File: src/rtl/uart_sys_ctrl.sv
// rtl/uart_sys_ctrl.sv - UART command sequencer driving the register file, the ALU and the TX byte path
module uart_sys_ctrl #(
    parameter int DATA_WIDTH = 8,
    parameter int ADDR_WIDTH = 4,
    parameter int ALU_W      = 16,
    parameter int RD_TIMEOUT = 15
) (
    input  logic                  CLK,
    input  logic                  RST,
    input  logic [DATA_WIDTH-1:0] RX_P_DATA,
    input  logic                  RX_D_VLD,
    input  logic [DATA_WIDTH-1:0] RF_RD_DATA,
    input  logic                  RF_RD_DATA_VLD,
    input  logic [ALU_W-1:0]      ALU_OUT,
    input  logic                  ALU_OUT_VLD,
    input  logic                  TX_BUSY,
    output logic [ADDR_WIDTH-1:0] RF_ADDR,
    output logic [DATA_WIDTH-1:0] RF_WR_DATA,
    output logic                  RF_WR_EN,
    output logic                  RF_RD_EN,
    output logic [3:0]            ALU_FUN,
    output logic                  ALU_EN,
    output logic                  CLK_GATE_EN,
    output logic [DATA_WIDTH-1:0] TX_P_DATA,
    output logic                  TX_D_VLD,
    output logic                  CMD_ERR
);

    localparam logic [DATA_WIDTH-1:0] CMD_RF_WR   = DATA_WIDTH'('hAA);
    localparam logic [DATA_WIDTH-1:0] CMD_RF_RD   = DATA_WIDTH'('hBB);
    localparam logic [DATA_WIDTH-1:0] CMD_ALU_OP  = DATA_WIDTH'('hCC);
    localparam logic [DATA_WIDTH-1:0] CMD_ALU_NOP = DATA_WIDTH'('hDD);
    localparam logic [3:0]            RD_LAST     = 4'(RD_TIMEOUT - 1);

    typedef enum logic [3:0] {
        IDLE     = 4'd0,
        WR_ADDR  = 4'd1,
        WR_DATA  = 4'd2,
        RD_ADDR  = 4'd3,
        RD_WAIT  = 4'd4,
        OPA      = 4'd5,
        OPB      = 4'd6,
        FUN      = 4'd7,
        ALU_WAIT = 4'd8,
        TX0      = 4'd9,
        TX1      = 4'd10
    } state_t;

    state_t                state;
    logic [ADDR_WIDTH-1:0] addr_q;
    logic [3:0]            rd_cnt;
    logic [DATA_WIDTH-1:0] tx_msb;
    logic                  tx_two;

    always_ff @(posedge CLK) begin
        if (RST) begin
            state       <= IDLE;
            addr_q      <= '0;
            rd_cnt      <= '0;
            tx_msb      <= '0;
            tx_two      <= 1'b0;
            RF_ADDR     <= '0;
            RF_WR_DATA  <= '0;
            RF_WR_EN    <= 1'b0;
            RF_RD_EN    <= 1'b0;
            ALU_FUN     <= '0;
            ALU_EN      <= 1'b0;
            CLK_GATE_EN <= 1'b0;
            TX_P_DATA   <= '0;
            TX_D_VLD    <= 1'b0;
            CMD_ERR     <= 1'b0;
        end else begin
            RF_WR_EN <= 1'b0;
            RF_RD_EN <= 1'b0;
            ALU_EN   <= 1'b0;
            CMD_ERR  <= 1'b0;
            case (state)
                IDLE: begin
                    if (RX_D_VLD) begin
                        case (RX_P_DATA)
                            CMD_RF_WR:   state <= WR_ADDR;
                            CMD_RF_RD:   state <= RD_ADDR;
                            CMD_ALU_OP:  state <= OPA;
                            CMD_ALU_NOP: begin
                                state       <= FUN;
                                CLK_GATE_EN <= 1'b1;
                            end
                            default:     CMD_ERR <= 1'b1;
                        endcase
                    end
                end
                WR_ADDR: begin
                    if (RX_D_VLD) begin
                        addr_q <= RX_P_DATA[ADDR_WIDTH-1:0];
                        state  <= WR_DATA;
                    end
                end
                WR_DATA: begin
                    if (RX_D_VLD) begin
                        RF_WR_EN   <= 1'b1;
                        RF_ADDR    <= addr_q;
                        RF_WR_DATA <= RX_P_DATA;
                        state      <= IDLE;
                    end
                end
                RD_ADDR: begin
                    if (RX_D_VLD) begin
                        RF_RD_EN <= 1'b1;
                        RF_ADDR  <= RX_P_DATA[ADDR_WIDTH-1:0];
                        rd_cnt   <= '0;
                        state    <= RD_WAIT;
                    end
                end
                RD_WAIT: begin
                    // A byte arriving while busy is dropped; a coincident read result still wins.
                    if (RX_D_VLD) CMD_ERR <= 1'b1;
                    if (RF_RD_DATA_VLD) begin
                        TX_P_DATA <= RF_RD_DATA;
                        TX_D_VLD  <= 1'b1;
                        tx_two    <= 1'b0;
                        state     <= TX0;
                    end else if (rd_cnt == RD_LAST) begin
                        CMD_ERR <= 1'b1;
                        state   <= IDLE;
                    end else begin
                        rd_cnt <= rd_cnt + 4'd1;
                    end
                end
                OPA: begin
                    if (RX_D_VLD) begin
                        RF_WR_EN   <= 1'b1;
                        RF_ADDR    <= '0;
                        RF_WR_DATA <= RX_P_DATA;
                        state      <= OPB;
                    end
                end
                OPB: begin
                    if (RX_D_VLD) begin
                        RF_WR_EN    <= 1'b1;
                        RF_ADDR     <= ADDR_WIDTH'(1);
                        RF_WR_DATA  <= RX_P_DATA;
                        CLK_GATE_EN <= 1'b1;
                        state       <= FUN;
                    end
                end
                FUN: begin
                    if (RX_D_VLD) begin
                        ALU_FUN <= RX_P_DATA[3:0];
                        ALU_EN  <= 1'b1;
                        state   <= ALU_WAIT;
                    end
                end
                ALU_WAIT: begin
                    if (RX_D_VLD) CMD_ERR <= 1'b1;
                    if (ALU_OUT_VLD) begin
                        TX_P_DATA   <= ALU_OUT[DATA_WIDTH-1:0];
                        tx_msb      <= ALU_OUT[2*DATA_WIDTH-1:DATA_WIDTH];
                        tx_two      <= 1'b1;
                        TX_D_VLD    <= 1'b1;
                        CLK_GATE_EN <= 1'b0;
                        state       <= TX0;
                    end
                end
                TX0: begin
                    if (RX_D_VLD) CMD_ERR <= 1'b1;
                    if (!TX_BUSY) begin
                        TX_D_VLD <= 1'b0;
                        state    <= tx_two ? TX1 : IDLE;
                    end
                end
                TX1: begin
                    // Entered with TX_D_VLD low, which gives the mandatory gap before the MSB.
                    if (RX_D_VLD) CMD_ERR <= 1'b1;
                    if (!TX_D_VLD) begin
                        TX_D_VLD  <= 1'b1;
                        TX_P_DATA <= tx_msb;
                    end else if (!TX_BUSY) begin
                        TX_D_VLD <= 1'b0;
                        state    <= IDLE;
                    end
                end
                default: begin
                    state       <= IDLE;
                    CLK_GATE_EN <= 1'b0;
                    TX_D_VLD    <= 1'b0;
                end
            endcase
        end
    end

endmodule

File: config.mk
export PLATFORM = sky130hd
export DESIGN_NAME = uart_sys_ctrl
export DESIGN_NICKNAME = d
export VERILOG_FILES = /design/src/rtl/uart_sys_ctrl.sv
export SDC_FILE = /design/constraint.sdc
export NUM_CORES = 1
export LEC_CHECK = 0
export BUFFER_PORTS_ARGS = -buffer_cell sky130_fd_sc_hd__buf_4
export CAP_MARGIN = 30
export CELL_PAD_IN_SITES_DETAIL_PLACEMENT = 0
export CELL_PAD_IN_SITES_GLOBAL_PLACEMENT = 1
export CORE_MARGIN = 2
export CORE_UTILIZATION = 35
export DETAILED_ROUTE_END_ITERATION = 7
export PLACE_DENSITY_LB_ADDON = 0.1
export SLEW_MARGIN = 20
export SYNTH_ARGS = -nofsm -noshare
export SYNTH_HDL_FRONTEND = slang
export SYNTH_SLANG_ARGS = --single-unit
File: constraint.sdc
create_clock -name CLK -period 1.81 [get_ports CLK]
set_input_delay 0.543 -clock CLK [delete_from_list [all_inputs] [get_ports CLK]]
set_output_delay 0.543 -clock CLK [all_outputs]
set_load 0.02 [all_outputs]
# Word level (Yosys, flattened, before mapping)
# Cells that the tools add are included.
# classes
eq_ne	33
n_mux	46
n_addsub	1
n_reduce_logical	24
n_bitwise	5
# op_table
cell	n
4-bit 2-to-1 mux	19
4-bit case mux with 11 select lines	1
8-bit == test, second input constant	4
4-bit case mux with 4 select lines	2
2-bit inequality test, second input constant	15
8-bit 2-to-1 mux	3
8-bit case mux with 3 select lines	1
4-bit by 3-bit == test with 1-bit output, second input constant	4
4-bit == test, second input constant	4
1-bit 2-to-1 mux	15
13-bit AND reduction	1
4-bit AND reduction	3
5-bit AND reduction	2
4-bit by 2-bit == test with 1-bit output, second input constant	2
4-bit case mux with 2 select lines	1
2-bit AND reduction	4
8-bit OR reduction	1
7-bit OR reduction	1
2-bit OR reduction	3
3-bit OR reduction	2
5-bit by 1-bit inequality test with 1-bit output, second input constant	1
1-bit NOT	5
1-bit case mux with 5 select lines	1
4-bit by 1-bit adder with 4-bit output, second input constant	1
other kinds (12)	13
# totals
word_cells	124
register_bits	51
out_inout_bits	30

# Longest topological paths before layout
# Gate-level depths: netlist of run 1.
# logic_depth
ltp_word	5
depth_mapped	8
ltp_nobuf	7

# Least setup slack after synthesis of run 1
# Ideal clock, no wire load.
# synth_timing
path_kind	input -> register
start	in RX_P_DATA[5]
end	reg state[0]
stages	5
required_ns	1.690
setup_time_ns	0.120
arrival_ns	1.806
slack_ns	-0.117
cell_sequence	and4bb_2 > o211ai_1 > a221oi_1 > nand3_1 > mux2i_1
# synth_between
elab_chain_cells	3
elab_cells_between_ends	6
cone_classes	5 x eq/ne; 1 x reduce/logical
# synth_lines
element	line_no	rtl
start: declaration	10	input logic [DATA_WIDTH-1:0] RX_P_DATA,
8-bit == test	80	case (RX_P_DATA)
5-bit by 1-bit inequality test with 1-bit output (no line) (*)	n/a	
13-bit AND reduction (no line) (*)	n/a	
end signal: assignment	168	state <= tx_two ? TX1 : IDLE;
end: declaration	49	state_t state;
# Mark *: on every way between the ends. The rest lies on a longest branch, timed or not.
# A chain may end at the register's enable or synchronous reset.

# Worst setup path in the final report of run 1
# layout_timing
start	reg state[2]
end	reg state[0]
# layout_between
elab_chain_cells	3
elab_cells_between_ends	26
cone_classes	23 x eq/ne; 1 x mux; 2 x reduce/logical
# layout_lines
element	line_no	rtl
4-bit by 3-bit == test with 1-bit output (tied with other cells)	77	case (state)
3-bit inequality test (no line) (tied with other cells)	n/a	
13-bit AND reduction (no line)	n/a	
# Several ways; a longest one is shown, not always the timed one.

==> impl_results.md, run 1 <==
- Status: finished, final reports clean
- Worst hold path type: in2reg
- Routed WL: 7250 µm
- Crit end category: flop
- Unrepaired setup endpoints after global routing: true
- Final core utilization: 0.502
- Synth top area cells: dfxtp_1 (39%), mux2i_1 (16%), nor2_1 (7.5%)
- # nets final: 439
- Max Clk Rate: 0.565 GHz
- Critical Path Most Common Cell: buf_4
- Critical Path, Cell by Cell: buf_4, buf_4, or2_2, or3_1, nand3_1, mux2i_1
- Htree depth: 2
- Final hold viol count: 0
- Crit share post-route: 0.977
- DP HPWL: 5270 µm
- Mapped Nets: 349
- Largest net degree at the start of global routing: 44
- Mapped Avg Cell Area: 8.57 µm²
- Power per Cell Area: 1070 nW/µm²
- GRT Total Usage: 0.171
- Cell Area, Synth: 2650 µm²
- CTS sink count: 51
- Clock tree root driver cell: clkbuf_8
- Yosys top cell area share: 0.385
- Cells after Synth: 309
- Clk buf depth: 2
- Post-route cell area: 3660 µm²
- Static leakage: 1.56 nW
- Most frequent cells after synthesis: nor2_1 (53), dfxtp_1 (51), mux2i_1 (43)
- Minimum clock period: 1.77 ns
- Final Max Tran Viols: 0
- DRC: 0
- Synthesized flop and latch total: 51
- Number of warnings issued by yosys: 0
- Share of cells above drive strength 1: 0.338
- Initial DRC count: 112
- Die H: 91.0 µm
- Worst-path clk slew: 0.10 ns
- Slowest stage delay, CP: 0.38 ns
- Placeable Area: 7290 µm²
- Netlist cell types: 52
- Final setup vio count: 0
- DR vias/cell: 5.03
- Initial Utilization: 0.363
- Worst-Skew Late Latency: 0.31 ns
- Fin Setup TNS: 0 ns
- Slew margin rel.: 0.686
- Port bufs: 67
- Post-synth EDFFs: 0
- DIE WIDTH: 91.0 µm
- Vias in the first global route: 2,255
- Top_reg_cell synth: dfxtp_1
- Slew @ Worst Pin: 0.471 ns
- First-pass GRT wire length: 11,600 µm
- Routed via count: 2,511
- Critical path data arrival time: 2.01 ns
- Skew final: 0.00807 ns
- Count leader, synth: nor2_1
- Power Total: 3.90 mW
- CTS tree: built
- Initial antenna violation count: 0
- Synth area leader: dfxtp_1
- Antenna diode count: 0
- DIE AREA: 8280 µm²
- Seq/Total Area, Yosys: 0.385
- Peak supply drop: 0.400 mV
- Critical path's slowest cell: or3_1
- Routed Antenna Nets: 0
- Average wire per standard cell: 14.5 µm
- Core Rows: 31
- Routability cong.: 0.803
- Critical Path RT: 2.05 ns
- DRT Pass-1 Iters: 4
- CP Max Fanout: 12
- CTS buffer count: 5
- IO Pins: 68
- Placed inst area: 3480 µm²
- Critical path class: reg2reg
- Global route overflow: 0
- Critical path startpoint category: flop
- Asr flop ratio synth: 0
- Area growth syn-to-layout: 38.1%
- Max-Cap Viols: 0
-- cell usage in the layout (no fill, tap or decap), types with 2 or more instances in the layout --
master | synthesis | layout
nor3_1 | 5 | 5
clkbuf_8 | 0 | 6
dfxtp_2 | 0 | 2
and3_1 | 2 | 2
o2bb2ai_1 | 2 | 2
nand2_1 | 17 | 17
nor2_1 | 53 | 53
a211o_1 | 2 | 2
a221oi_2 | 0 | 2
o21ai_1 | 0 | 4
nand2b_1 | 6 | 5
xnor2_1 | 2 | 2
ha_1 | 2 | 2
nand3b_1 | 2 | 2
buf_12 | 0 | 3
nand3_1 | 8 | 8
nor3b_1 | 6 | 6
inv_1 | 3 | 3
a211oi_1 | 2 | 2
buf_4 | 0 | 100
and2_1 | 3 | 3
a41o_1 | 2 | 2
o21ai_0 | 14 | 10
dfxtp_1 | 51 | 49
nor2b_1 | 4 | 3
mux2i_1 | 43 | 42
a31oi_2 | 1 | 2
and4bb_2 | 2 | 2
a21oi_1 | 25 | 25
a22o_1 | 2 | 2
o211ai_1 | 2 | 2
-- routing by layer --
| metal | wire [µm] | share of wire | global-route usage | vias up |
|---|---|---|---|---|
| met5 | 0 | 0 | 0 | - |
| met3 | 286 | 0.039 | 0.0315 | 7 |
| met4 | 51 | 0.0070 | 0.0303 | 0 |
| met1 | 3620 | 0.50 | 0.261 | 1182 |
| li1 | - | - | - | 1275 |
| met2 | 3300 | 0.45 | 0.251 | 47 |
-- what timing repair did --
item / CTS / global route
resized for setup: 2 / 20
hold endpoints to repair: 0 / 0
endpoints found under the setup margin: 2 / 33
setup buffers: 0 / 1
pin swaps: 2 / 3
hold buffers: 0 / 0
-- sequential cells by signal, summed over array words and instances (netlist names) --
| name | count |
|---|---|
| ALU_FUN | 4 |
| rd_cnt | 4 |
| addr_q | 4 |
| RF_WR_EN | 1 |
| RF_ADDR | 4 |
| state | 4 |
| TX_P_DATA | 8 |
| CLK_GATE_EN | 1 |
| TX_D_VLD | 1 |
| CMD_ERR | 1 |
| ALU_EN | 1 |
| tx_two | 1 |
| tx_msb | 8 |
| RF_RD_EN | 1 |
| RF_WR_DATA | 8 |
-- metrics by stage --
step           setup WS, ns  hold WS (ns)  std cells
2_1_floorplan       -0.0561         0.450        309
3_3_place_gp         -0.186         0.467        490
3_5_place_dp         -0.189         0.472        490
4_1_cts            -0.00274         0.456        498
5_1_grt             -0.0403         0.468        499
6_report             0.0415         0.457        499
-- report_power, final --
group	switching [mW]	internal, mW
clock	0.390	0.314
sequential	0.0707	1.26
combinational	0.978	0.895
-- logic make-up after synthesis --
| group | after synthesis | synth area share |
|---|---|---|
| buffers and inverters | 25 | 0.0425 |
| multiplexers | 44 | 0.167 |
| flip-flops | 51 | 0.385 |
| AND/OR/NAND/NOR | 120 | 0.229 |
| XOR/XNOR | 2 | 0.00661 |
| AO/OA/AOI/OAI | 65 | 0.161 |
| adder cells (fa/ha/maj) | 2 | 0.00945 |
-- worst max-delay path, delay by kind of cell, from the launching register on --
family,cells,cell delay (ns)
mux,1,0.20
buf+inv,2,0.31
flops,1,0.34
simple gates,3,0.86
-- final cells by class --
cell class,instances,area (µm²)
clock inverters,1,8.76
well taps,99,124
inverters,4,18.8
flip-flops and latches,51,1020
multi-input cells,233,1570
fillers,745,3630
clock buffers,7,86.3
repair buffers,104,822
-- worst paths after layout --
kind / start / end / slack (ns) / depth (start not counted)
worst min-delay path: ALU_OUT[13] / tx_msb[5]$_SDFFE_PP0P_ / 0.46 / 3
worst max-delay path: state[2]$_SDFFE_PP0P_ / state[0]$_SDFFE_PP0P_ / 0.04 / 6
worst max register to register: state[2]$_SDFFE_PP0P_ / state[0]$_SDFFE_PP0P_ / 0.04 / 6
worst min register to register: CLK_GATE_EN$_SDFFE_PP0P_ / CLK_GATE_EN$_SDFFE_PP0P_ / 0.48 / 2
Power figures use the tool's default switching activity.
==> run 2, diff against run 1 <==
--- a/config.mk
+++ b/config.mk
@@ -5,12 +5,13 @@
 export SDC_FILE = /design/constraint.sdc
 export NUM_CORES = 1
 export LEC_CHECK = 0
+export ABC_AREA = 1
 export BUFFER_PORTS_ARGS = -buffer_cell sky130_fd_sc_hd__buf_4
 export CAP_MARGIN = 30
-export CELL_PAD_IN_SITES_DETAIL_PLACEMENT = 0
-export CELL_PAD_IN_SITES_GLOBAL_PLACEMENT = 1
+export CELL_PAD_IN_SITES_DETAIL_PLACEMENT = 1
+export CELL_PAD_IN_SITES_GLOBAL_PLACEMENT = 2
 export CORE_MARGIN = 2
-export CORE_UTILIZATION = 35
+export CORE_UTILIZATION = 25
 export DETAILED_ROUTE_END_ITERATION = 7
 export PLACE_DENSITY_LB_ADDON = 0.1
 export SLEW_MARGIN = 20
==> run 2 against run 1 <==
Combinational power grew 50%. Critical path depth rose by 3. Clock power is 20% higher. Clock skew grew 0.0059 ns. Worst setup slack better by 0.080 ns. Die area grew 28%. Global-route usage down 1.3 points. Via count is 1.8% higher. Highest routed layer unchanged. Utilization down 15 points. Synthesized cell count rose by 14%. Critical endpoint is now TX_P_DATA[6]$_SDFFE_PP0P_.
==> impl_results.md, run 2 <==
- Status: finished, final reports clean
- Post-synthesis adder-cell area fraction: 0.0102
- Final setup vio count: 0
- DRT Pass-1 Iters: 4
- CTS buffer count: 5
- Slew @ Worst Pin: 0.403 ns
- Minimum clock period: 1.69 ns
- Synthesized flop and latch total: 51
- Synth top area cells: dfxtp_1 (42%), nand2_1 (11%), nor2_1 (8.6%)
- Mux share of post-synthesis cell area: 0
- Pre-CTS setup slack: 0.104 ns
- Max Clk Rate: 0.592 GHz
- Global route overflow: 0
- Peak supply drop: 0.396 mV
- Average wire per standard cell: 14.2 µm
- Main combinational cell family by area after synthesis: simple AND/OR/NAND/NOR gates
- Commonest non-fill, non-tap cell in the layout: buf_4
- Area growth syn-to-layout: 36.8%
- Netlist cell types: 29
- Die H: 103 µm
- DP HPWL: 6420 µm
- Share of cells above drive strength 1: 0.276
- Core Rows: 36
- Critical path's slowest cell: dfxtp_1
- Compound-Gate Fraction of Synth Area: 0.199
- Crit end category: flop
- Crit share post-route: 0.933
- Asr flop ratio synth: 0
- Largest net degree at the start of global routing: 18
- Initial Utilization: 0.254
- Hold_buf cts: 0
- Power per Cell Area: 1560 nW/µm²
- Max-Cap Viols: 0
- Worst-path clk slew: 0.11 ns
- Worst hold path type: reg2reg
- Yosys top cell area share: 0.416
- GRT Total Usage: 0.157
- Layout Cells excl Fill: 568
- Simple-gate share of the synthesized area: 0.303
- Cells on Worst Hold Path: 2
- Initial DRC count: 58
- R2R depth: 9
- CTS tree: built
- Critical Path RT: 2.02 ns
- Mapped Nets: 391
- Vias in the first global route: 2,640
- CP Max Fanout: 15
- Post-Synth XOR/XNOR Area: 0.00714
- Placed cell count: 557
- Slowest stage delay, CP: 0.44 ns
- Cells after Synth: 351
- Post-synth EDFFs: 0
- DIE AREA: 10,600 µm²
- DRC: 0
- Final Max Tran Viols: 0
- Final core utilization: 0.348
- Initial antenna violation count: 0
- Clk buf depth: 2
- Power Total: 5.22 mW
- Routed Antenna Nets: 0
- Routability cong.: 0.839
- DR vias/cell: 4.50
- Most frequent cells in the layout: buf_4 (84), nand2_1 (71), nor2_1 (55)
- Static leakage: 1.48 nW
- CTS sink count: 51
- Fin Setup TNS: 0 ns
- Critical path class: reg2reg
- Critical Path, Cell by Cell: inv_2, nor2_2, nand2_1, o21ai_2, nor2_4, buf_12, buf_4, o21ai_2, a21oi_2
- Port bufs: 67
- Routed via count: 2,556
- Setup ws final: 0.122 ns
- Critical Path Most Common Cell: o21ai_2
- Htree depth: 2
- Synth area leader: dfxtp_1
- Top_reg_cell synth: dfxtp_1
- Mapped Avg Cell Area: 6.99 µm²
- Seq/Total Area, Yosys: 0.416
- Number of warnings issued by yosys: 0
- First-pass GRT wire length: 13,000 µm
- Skew final: 0.0139 ns
- Count leader, synth: nand2_1
- Clock tree root driver cell: clkbuf_8
- Critical path data arrival time: 1.90 ns
- IO Pins: 68
- Top flop regs: RF_WR_DATA: 8 flops, TX_P_DATA: 8 flops, tx_msb: 8 flops
- Placeable Area: 9640 µm²
- Most frequent cells after synthesis: nand2_1 (71), nor2_1 (56), dfxtp_1 (51)
- Critical path startpoint category: flop
- # nets final: 474
- Routed WL: 8050 µm
- Antenna diode count: 0
- Final hold viol count: 0
- DIE WIDTH: 103 µm
- Slew margin rel.: 0.731
- Worst-Skew Late Latency: 0.31 ns
- Cell Area, Synth: 2450 µm²
==> run 2: cell types whose count changed in the layout (fill, tap and decap cells not counted), sizes merged, moves of 4 or more <==
| cell | delta |
|---|---|
| buf | -19 |
| inv | +28 |
| mux2i | -43 |
| nor2b | -4 |
| o21ai | +25 |
| nand2b | -6 |
| nand2 | +57 |
| nand3 | +10 |
| nor2 | +10 |
| nor3b | -6 |
| a21oi | +16 |
==> run 2: kinds of logic after synthesis <==
kind of cell,after synthesis
buffers and inverters,39
adders and majority gates,2
DFF,51
xor gates and xnor gates,2
and+or+nand+nor,168
AOI/OAI and AO/OA,89
==> run 2: final cells by class <==
| cell class | count | area (µm²) |
|---|---|---|
| Timing Repair Buffer | 85 | 651 |
| Sequential cell | 51 | 1020 |
| Clock inverter | 3 | 47.5 |
| Fill cell | 1245 | 6280 |
| Inverter | 30 | 115 |
| Tap cell | 133 | 166 |
| Multi-Input combinational cell | 261 | 1280 |
| Clock buffer | 5 | 68.8 |
==> run 2: worst max-delay path: cells and delay by family (launching register included) <==
kind	cells	cell delay, ns
buffers and inverters	3	0.39
AOI/OAI and AO/OA	3	0.40
and+or+nand+nor	3	0.36
DFF	1	0.44
==> run 2: where the power goes <==
part | internal, mW | switching [mW]
combinational | 1.08 | 1.73
sequential | 1.39 | 0.182
clock | 0.420 | 0.424
total | 2.89 | 2.33
==> run 2: stage by stage <==
stage / hold slack, ns / area, µm²
detailed placement: 0.441 / 3190
CTS: 0.459 / 3310
finish: 0.452 / 3350
global placement: 0.436 / 3190
floorplan: 0.424 / 2450
global route: 0.485 / 3350
==> run 2: path summary, 6_finish.rpt <==
check             slack, ns                   endpoint                    from
setup / recovery       0.12  TX_P_DATA[6]$_SDFFE_PP0P_   state[2]$_SDFFE_PP0P_
hold / removal         0.45     tx_msb[7]$_SDFFE_PP0P_  tx_msb[7]$_SDFFE_PP0P_
setup reg to reg       0.12  TX_P_DATA[6]$_SDFFE_PP0P_   state[2]$_SDFFE_PP0P_
hold reg to reg        0.45     tx_msb[7]$_SDFFE_PP0P_  tx_msb[7]$_SDFFE_PP0P_
==> run 2: per-layer routing <==
layer | routed length, µm | global-route usage | part of all wire | up-vias
li1 | - | - | - | 1316
met1 | 3550 | 0.196 | 0.44 | 1184
met4 | 104 | 0.0385 | 0.013 | 0
met2 | 4060 | 0.279 | 0.50 | 49
met5 | 0 | 0 | 0 | -
met3 | 340 | 0.0312 | 0.042 | 7
==> run 2: repair_timing <==
item,in CTS,in global routing
buffers inserted,0,3
gates resized for setup,0,6
endpoints found under the setup margin,0,17
==> run 3, diff against run 2 <==
--- a/config.mk
+++ b/config.mk
@@ -14,6 +14,7 @@
 export CORE_UTILIZATION = 25
 export DETAILED_ROUTE_END_ITERATION = 7
 export PLACE_DENSITY_LB_ADDON = 0.1
+export REMOVE_ABC_BUFFERS = 1
 export SLEW_MARGIN = 20
 export SYNTH_ARGS = -nofsm -noshare
 export SYNTH_HDL_FRONTEND = slang
==> run 3 against run 2 <==
Final cell count is 0.88% lower. Fmax is 2.3% higher. Flip-flop and latch count stayed put. Worst setup slack better by 0.038 ns. Via count hardly changed. Register-to-register slack better by 0.04 ns. Sequential share of layout area is 0.62 points higher. Critical endpoint is now rd_cnt[2]$_SDFFE_PP0P_. Largest cell class unchanged. Highest routed layer unchanged.
==> impl_results.md, run 3 (synthesis results as in run 2) <==
- Clock tree root driver cell: clkbuf_8
- Layout Cells excl Fill: 563
- CTS tree: built
- Die H: 103 µm
- Core Rows: 36
- Final hold viol count: 0
- Placeable Area: 9640 µm²
- Commonest non-fill, non-tap cell in the layout: buf_4
- Crit end category: flop
- Most frequent cells in the layout: buf_4 (80), nand2_1 (70), nor2_1 (55)
- CTS buffer count: 5
- Slew @ Worst Pin: 0.440 ns
- DR vias/cell: 4.54
- Global route overflow: 0
- Peak supply drop: 0.385 mV
- Cells on Worst Hold Path: 2
- Slew margin rel.: 0.706
- R2R Path End: rd_cnt[2]$_SDFFE_PP0P_
- Largest net degree at the start of global routing: 17
- Worst-path clk slew: 0.10 ns
- Clk buf depth: 2
- Vias in the first global route: 2,591
- Static leakage: 1.44 nW
- Critical path's slowest cell: dfxtp_2
- Initial antenna violation count: 0
- Worst hold path type: reg2reg
- Fin Setup TNS: 0 ns
- Reg-to-reg critical path startpoint: rd_cnt[0]$_SDFFE_PP0P_
- GRT Total Usage: 0.156
- R2R depth: 8
- DIE AREA: 10,600 µm²
- Min-Delay Startpoint: tx_msb[6]$_SDFFE_PP0P_
- CTS sink count: 51
- Max-Cap Viols: 0
- Minimum clock period: 1.65 ns
- Top flop regs: RF_WR_DATA: 8 flops, TX_P_DATA: 8 flops, tx_msb: 8 flops
- First-pass GRT wire length: 13,000 µm
- Critical Path RT: 1.99 ns
- Initial DRC count: 47
- Routed WL: 7960 µm
- IO Pins: 68
- Antenna diode count: 0
- Hold slack: 0.453 ns
- DRT Pass-1 Iters: 4
- DP HPWL: 6300 µm
- Worst-Skew Late Latency: 0.30 ns
- Final setup vio count: 0
- Htree depth: 2
- Area growth syn-to-layout: 34.5%
- Routed Antenna Nets: 0
- Routability cong.: 0.760
- Critical path class: reg2reg
- Power per Cell Area: 1520 nW/µm²
- DIE WIDTH: 103 µm
- Final core utilization: 0.342
- # nets final: 470
- Hold_buf cts: 0
- Hold Crit Endpoint: tx_msb[6]$_SDFFE_PP0P_
- Skew final: 0.00412 ns
- R2R setup slack: 0.16 ns
- Critical path data arrival time: 1.83 ns
- Critical Path, Cell by Cell: inv_1, ha_1, nand3_1, nand3_1, nand2_1, nand2_1, o21ai_1, nor3_1
- Max Clk Rate: 0.606 GHz
- Routed via count: 2,557
- Crit share post-route: 0.912
- Average wire per standard cell: 14.1 µm
- Share of cells above drive strength 1: 0.274
- CP Max Fanout: 4
- Initial Utilization: 0.254
- Port bufs: 67
- Slowest stage delay, CP: 0.36 ns
- Status: finished, final reports clean
- Placed cell count: 554
- DRC: 0
- Critical path startpoint category: flop
- Final Max Tran Viols: 0
[run 3: worst max path at each step]
stage	startpoint	endpoint	depth (start not counted)
2_1_floorplan	state[3]$_SDFFE_PP0P_	TX_P_DATA[0]$_SDFFE_PP0P_	8
3_3_place_gp	state[2]$_SDFFE_PP0P_	TX_P_DATA[0]$_SDFFE_PP0P_	8
3_5_place_dp	state[0]$_SDFFE_PP0P_	TX_P_DATA[2]$_SDFFE_PP0P_	10
4_1_cts	state[0]$_SDFFE_PP0P_	TX_P_DATA[2]$_SDFFE_PP0P_	10
5_1_grt	state[0]$_SDFFE_PP0P_	rd_cnt[2]$_SDFFE_PP0P_	8
6_report	rd_cnt[0]$_SDFFE_PP0P_	rd_cnt[2]$_SDFFE_PP0P_	8
[run 3: where the power goes]
group	internal (mW)	switching (mW)	leakage [nW]
Combinational	1.04	1.73	0.983
Clock	0.266	0.397	0.0440
Sequential	1.40	0.177	0.417
[run 3: critical path, delay by kind of cell (launching register included)]
kind / cells / cell delay, ns
AOI/OAI and AO/OA: 1 / 0.34
and+or+nand+nor: 5 / 0.59
DFF: 1 / 0.36
buffers and inverters: 1 / 0.06
adders and majority gates: 1 / 0.19
[run 3: timing repair]
| action | CTS | global route |
|---|---|---|
| resized for setup | 0 | 9 |
| setup endpoints to repair | 0 | 21 |
| buffers inserted | 0 | 2 |
[run 3: through the flow]
stage | instance area, µm² | power, mW | setup slack [ns]
floorplan | 2410 | 3.29 | 0.276
global placement | 3170 | 4.23 | 0.106
detailed placement | 3170 | 4.24 | 0.0642
CTS | 3250 | 4.93 | 0.0348
global route | 3300 | 5.50 | -0.00171
finish | 3300 | 5.00 | 0.160
[run 3: metal layers]
| metal | vias to the layer above | global-route usage | wire length [µm] |
|---|---|---|---|
| li1 | 1312 | - | - |
| met1 | 1188 | 0.207 | 3780 |
| met2 | 53 | 0.269 | 3830 |
| met3 | 4 | 0.0251 | 302 |
| met4 | 0 | 0.0304 | 52 |
| met5 | - | 0 | 0 |
[run 3: layout make-up]
type	count	area [µm²]
Clock inverter	2	13.8
Sequential cell	51	1030
Fill cell	1250	6340
Multi-Input combinational cell	261	1290
Clock buffer	5	68.8
Timing Repair Buffer	81	621
Tap cell	133	166
Inverter	30	113
